--- config.mk ---
export PLATFORM = sky130hd
export DESIGN_NAME = checksum16_verify
export DESIGN_NICKNAME = d
export VERILOG_FILES = /design/src/rtl/checksum16_verify.sv
export SDC_FILE = /design/constraint.sdc
export NUM_CORES = 1
export LEC_CHECK = 0
export BUFFER_PORTS_ARGS = -buffer_cell sky130_fd_sc_hd__buf_4
export CAP_MARGIN = 20
export CORE_AREA = 2 2 129 131
export DETAILED_ROUTE_END_ITERATION = 8
export DIE_AREA = 0 0 131 133
export GPL_TIMING_DRIVEN = 0
export PLACE_DENSITY = 0.54
export SLEW_MARGIN = 10
export SYNTH_ARGS = -nofsm -noshare
export SYNTH_HDL_FRONTEND = slang
export SYNTH_SLANG_ARGS = --single-unit
--- constraint.sdc ---
create_clock -name clk -period 6.1 [get_ports clk]
set_input_delay 0.305 -clock clk [delete_from_list [all_inputs] [get_ports clk]]
set_output_delay 0.305 -clock clk [all_outputs]
set_load 0.02 [all_outputs]
--- src/rtl/checksum16_verify.sv ---
// One's-complement (RFC 1071 style) packet checksum verifier: folds each packet and reports pass/fail.
// Optional feature: define CHECKSUM16_ERRCNT_EN to add the saturating err_cnt output.
module checksum16_verify #(
    parameter int LEN_W = 16
) (
    input  logic             clk,
    input  logic             rst_n,
    input  logic [15:0]      bits_in,
    input  logic             bits_valid,
    input  logic             bits_last,
    output logic             bits_ready,
    output logic             done,
    output logic             pass,
    output logic [15:0]      bits_out,
    output logic [LEN_W-1:0] word_cnt,
`ifdef CHECKSUM16_ERRCNT_EN
    output logic             len_ovf,
    output logic [7:0]       err_cnt
`else
    output logic             len_ovf
`endif
);

    typedef enum logic [1:0] {IDLE, ACCUM, REPORT} state_t;

    localparam logic [LEN_W-1:0] CNT_MAX = {LEN_W{1'b1}};
    localparam logic [LEN_W-1:0] CNT_ONE = LEN_W'(1);

    state_t            state, state_nxt;
    logic [15:0]       acc, acc_nxt;
    logic [LEN_W-1:0]  cnt, cnt_nxt;
    logic              ovf, ovf_nxt;
    logic              accept;
    logic              final_accept;
    logic [16:0]       sum17;
    logic [15:0]       oc_sum;

    assign accept = bits_valid && bits_ready;

    // End-around carry folded in the same cycle; the result cannot exceed 16'hFFFF.
    assign sum17  = {1'b0, acc} + {1'b0, bits_in};
    assign oc_sum = sum17[15:0] + {15'b0, sum17[16]};

    always_comb begin
        state_nxt    = state;
        acc_nxt      = acc;
        cnt_nxt      = cnt;
        ovf_nxt      = ovf;
        bits_ready   = 1'b0;
        done         = 1'b0;
        final_accept = 1'b0;
        case (state)
            IDLE: begin
                bits_ready = 1'b1;
                if (accept) begin
                    acc_nxt      = bits_in;
                    cnt_nxt      = CNT_ONE;
                    ovf_nxt      = 1'b0;
                    final_accept = bits_last;
                    state_nxt    = bits_last ? REPORT : ACCUM;
                end
            end
            ACCUM: begin
                bits_ready = 1'b1;
                if (accept) begin
                    acc_nxt = oc_sum;
                    if (cnt == CNT_MAX) ovf_nxt = 1'b1;
                    else                cnt_nxt = cnt + CNT_ONE;
                    final_accept = bits_last;
                    state_nxt    = bits_last ? REPORT : ACCUM;
                end
            end
            REPORT: begin
                done      = 1'b1;
                acc_nxt   = 16'h0000;
                cnt_nxt   = '0;
                ovf_nxt   = 1'b0;
                state_nxt = IDLE;
            end
            default: state_nxt = IDLE;
        endcase
    end

    always_ff @(posedge clk) begin
        if (!rst_n) begin
            state <= IDLE;
            acc   <= 16'h0000;
            cnt   <= '0;
            ovf   <= 1'b0;
        end else begin
            state <= state_nxt;
            acc   <= acc_nxt;
            cnt   <= cnt_nxt;
            ovf   <= ovf_nxt;
        end
    end

    // Verdict registers hold until the next packet's final word is accepted.
    always_ff @(posedge clk) begin
        if (!rst_n) begin
            pass     <= 1'b0;
            bits_out <= 16'h0000;
            word_cnt <= '0;
            len_ovf  <= 1'b0;
        end else if (final_accept) begin
            pass     <= (acc_nxt == 16'hFFFF) && !ovf_nxt;
            bits_out <= ~acc_nxt;
            word_cnt <= cnt_nxt;
            len_ovf  <= ovf_nxt;
        end
    end

`ifdef CHECKSUM16_ERRCNT_EN
    always_ff @(posedge clk) begin
        if (!rst_n)
            err_cnt <= 8'h00;
        else if (state == REPORT && !pass && err_cnt != 8'hFF)
            err_cnt <= err_cnt + 8'h01;
    end
`endif

endmodule
==> results.md <==
* Run status: finished, final reports clean
* Area of the die at 0.01742 mm^2
* Synthesis-stage register bit count at 69
* Critical path cell sequence: ha_1 > inv_1 > fa_1 > nand2b_1 > a21o_1 > a31oi_4 > a311oi_1 > nor2b_1 > o21ai_0 > nand2b_1 > ha_1 > ha_1 > xnor2_1 > a22oi_1 > o22a_1 > or4b_1 > nor4_1 > nand3b_1 > a2111oi_1 > nand4_1 > o21ai_2
* Setup crit start kind: flop
* Sum Neg Setup Slack at 0 ns
* Cell types occupying the most area after synthesis: sky130_fd_sc_hd__dfxtp_1 (31%), sky130_fd_sc_hd__nor2_1 (7.2%), sky130_fd_sc_hd__nand2_1 (5.4%), sky130_fd_sc_hd__ha_1 (5.4%), sky130_fd_sc_hd__a21oi_1 (5.1%)
* Number of enable-type register cells in the synthesized netlist at 0
* Setup repair after global routing missed its margin: false
* Slowest-stage cell, CP: sky130_fd_sc_hd__or4b_1
* Detail Route Antenna Nets at 0
* Cell Area, Synth at 0.004418 mm^2
* Total wire length after detailed routing at 13,180 um
* Proportion of layout cells with a drive suffix above 1 at 16.33%
* Total clock buffers created by CTS at 9
* Number of iterations in the first detailed-routing pass at 5
* Cell occurring most often along the worst timing path: sky130_fd_sc_hd__ha_1
* Timing-limited maximum frequency at 0.2009 GHz
* CTS tree: built
* Number of buffers inserted to repair setup after CTS at 0
* Wire length of the first global-routing pass at 20,960 um
* Vias in the first global route at 4,073
* Sink count of the clock tree at 69
* Leakage Power at 0.002144 uW
* Top-level port count at 56
* Die width at 131 um
* Top cell family by delay on the critical path: compound AO/OA/AOI/OAI gates
* Antenna violations before repair at 0
* Number of violations of the max-capacitance limit at 0
* Asr flop ratio synth at 0%
* Clock latency at the later pin of the worst-skew pair at 0.34 ns
* N_diodes at 0
* Arrival time of the worst setup path at 5.25 ns
* Area share of the largest cell type after synthesis at 31.27%
* Data required time at the worst endpoint at 6.37 ns
* Primary flip-flop cell chosen by synthesis mapping: sky130_fd_sc_hd__dfxtp_1
* Final Hold Viols at 0
* Path length in cells of the critical path at 21
* Synthesized area per cell at 7.806 um^2
* Post-layout net count at 672
* Distinct cell type count after synthesis at 72
* Synthesized net count at 606
* Area Overhead vs Synth at 22.63%
* Worst rel slew slack at 49.37%
* Min-Delay Path Class: in2reg
* Vertical extent of the die at 133 um
* Count of hold buffers inserted by post-cts repair at 0
* Count of buffers inserted at the top-level ports at 55
* DRC violations left at 0
* Number of DRC violations after detailed-routing iteration 0 at 273
* Deepest level of the CTS H-tree at 3
* Depth of the worst register-to-register path at 21
* Via count of the routed design at 4,370
* Utilization of the core after routing at 33.50%
* Average wire per cell in the routed design at 15.38 um
* Buffer and inverter count on the worst path at 1
* CTS-repair resized insts at 0
* Final number of setup-violating endpoints at 0
* Largest net degree at the start of global routing at 12
* Residual overflow from global routing at 0
* Hold depth at 2
* Yosys warning total at 0
* Crit path kind: reg2reg
* Clock root buffer: sky130_fd_sc_hd__clkbuf_16
* Crit path max fanout at 6
* Clock tree buffer depth at 2
* Cell type contributing the most total cell area after synthesis: sky130_fd_sc_hd__dfxtp_1
* Slew Viols, Final at 0
* CTS clock-pin slew for the worst setup and hold paths at 0.06 ns
* Slowest stage delay, CP at 0.53 ns
* Time the final worst path needs with I/O delays and setup at 4.978 ns
* Post-detailed-placement half-perimeter wirelength at 10,250 um
* Area of the core at 0.01617 mm^2
* IR drop worst, VDD at 0.1429 mV
* Share of the yosys chip area belonging to registers at 31.27%
* Standard-cell rows at 47
* Final Wtd Congestion at 0.8429
* Via/cell ratio at 5.099
* Starting utilization of the core area at 27.32%
* CP Capture Type: flop
* Synthesized instance count at 566
* All-layer global routing usage at 15.46%
* Tightest Pin Transition at 0.7545 ns
* Final critical-path share of the clock period at 81.61%
* P per Cell Area at 249.4 mW/mm^2
* Worst clock skew on the final layout at 0.007754 ns
## cells by family after synthesis
family / after synthesis / share of synthesized area (%)
multiplexers: 11 / 2.521
adder cells (fa/ha/maj): 20 / 5.834
XOR/XNOR: 22 / 4.531
flip-flops: 69 / 31.27
AO/OA/AOI/OAI: 139 / 22.01
buffers and inverters: 37 / 3.427
AND/OR/NAND/NOR: 268 / 30.42
## flip-flops by register name (all words and copies together) (netlist names)
| register | cells |
|---|---|
| pass | 1 |
| state | 2 |
| acc | 16 |
| len_ovf | 1 |
| bits_out | 16 |
| word_cnt | 16 |
| cnt | 16 |
| ovf | 1 |
## layout make-up
| type | instances | area [um^2] |
|---|---|---|
| Fill cell | 1750 | 10750 |
| Multi-Input combinational cell | 460 | 2885 |
| Sequential cell | 69 | 1381 |
| Timing Repair Buffer | 55 | 412.9 |
| Tap cell | 220 | 275.3 |
| Clock buffer | 12 | 266.5 |
| Buffer | 25 | 106.4 |
| Clock inverter | 4 | 45.04 |
| Inverter | 12 | 45.04 |
## cell usage after synthesis, drive strengths merged, types with 9 or more instances
| cell type | number |
|---|---|
| nor2b | 18 |
| dfxtp | 69 |
| clkbuf | 17 |
| o21ai | 25 |
| inv | 11 |
| nor3 | 21 |
| mux2i | 10 |
| nor2 | 86 |
| nand3 | 19 |
| a221oi | 9 |
| and2 | 21 |
| a211oi | 9 |
| xnor2 | 15 |
| a21oi | 50 |
| nand4 | 9 |
| ha | 19 |
| nand2 | 64 |
## where the power goes
group          switching [uW]  leakage, uW  internal, uW
Clock                     197     0.000158           347
Sequential               16.8     0.000564           474
Combinational             193      0.00142           123
## metal layers
metal / vias up / track usage (%) / share of wire, %
met4: 0 / 4.374 / 1.5
li1: 2159 / - / -
met2: 123 / 23.95 / 46
met1: 2074 / 21.76 / 47
met5: - / 0 / 0
met3: 14 / 2.992 / 5.7
## final timing paths
kind	to	start	slack, ns
worst max-delay path	pass	acc[0]	1.12
worst min register to register	bits_out[0]	bits_out[0]	0.46
worst max register to register	pass	acc[0]	1.12
worst min-delay path	bits_out[12]	rst_n	0.26
## worst register-to-register path, stage by stage (launching register included)
cell and delay [ns]:
sky130_fd_sc_hd__dfxtp_1 0.32, sky130_fd_sc_hd__ha_1 0.22, sky130_fd_sc_hd__inv_1 0.08, sky130_fd_sc_hd__fa_1 0.20
sky130_fd_sc_hd__nand2b_1 0.17, sky130_fd_sc_hd__a21o_1 0.23, sky130_fd_sc_hd__a31oi_4 0.16, sky130_fd_sc_hd__a311oi_1 0.44
sky130_fd_sc_hd__nor2b_1 0.09, sky130_fd_sc_hd__o21ai_0 0.20, sky130_fd_sc_hd__nand2b_1 0.15, sky130_fd_sc_hd__ha_1 0.24
sky130_fd_sc_hd__ha_1 0.20, sky130_fd_sc_hd__xnor2_1 0.17, sky130_fd_sc_hd__a22oi_1 0.09, sky130_fd_sc_hd__o22a_1 0.23
sky130_fd_sc_hd__or4b_1 0.54, sky130_fd_sc_hd__nor4_1 0.24, sky130_fd_sc_hd__nand3b_1 0.13, sky130_fd_sc_hd__a2111oi_1 0.45
sky130_fd_sc_hd__nand4_1 0.20, sky130_fd_sc_hd__o21ai_2 0.16
## through the flow
stage,hold slack (ns),instance area [um^2],total power [uW],setup WS [ns],instances
after floorplan,0.4267,4418,720.1,2.013,566
after detailed placement,0.4514,5106,814.7,1.088,841
after global placement,0.4514,5106,808.0,1.131,841
after CTS,0.2556,5418,1360,1.164,857
after global routing,0.2678,5418,1411,0.7913,857
final,0.2597,5418,1351,1.122,857
## cell usage in the layout, fill, tap and decap left out, drive strengths merged, types with 5 or more instances in the layout
cell type	instances
nand3	19
nand4	9
a21oi	50
xnor2	15
dfxtp	69
buf	63
ha	19
nor2	86
a211oi	9
and2	21
inv	11
a21o	6
nor3	21
a221oi	9
nor2b	18
clkbuf	29
nor4	5
nand2	64
o21ai	25
and3	5
xor2	7
mux2i	10
(Power assumes the default switching activity.)
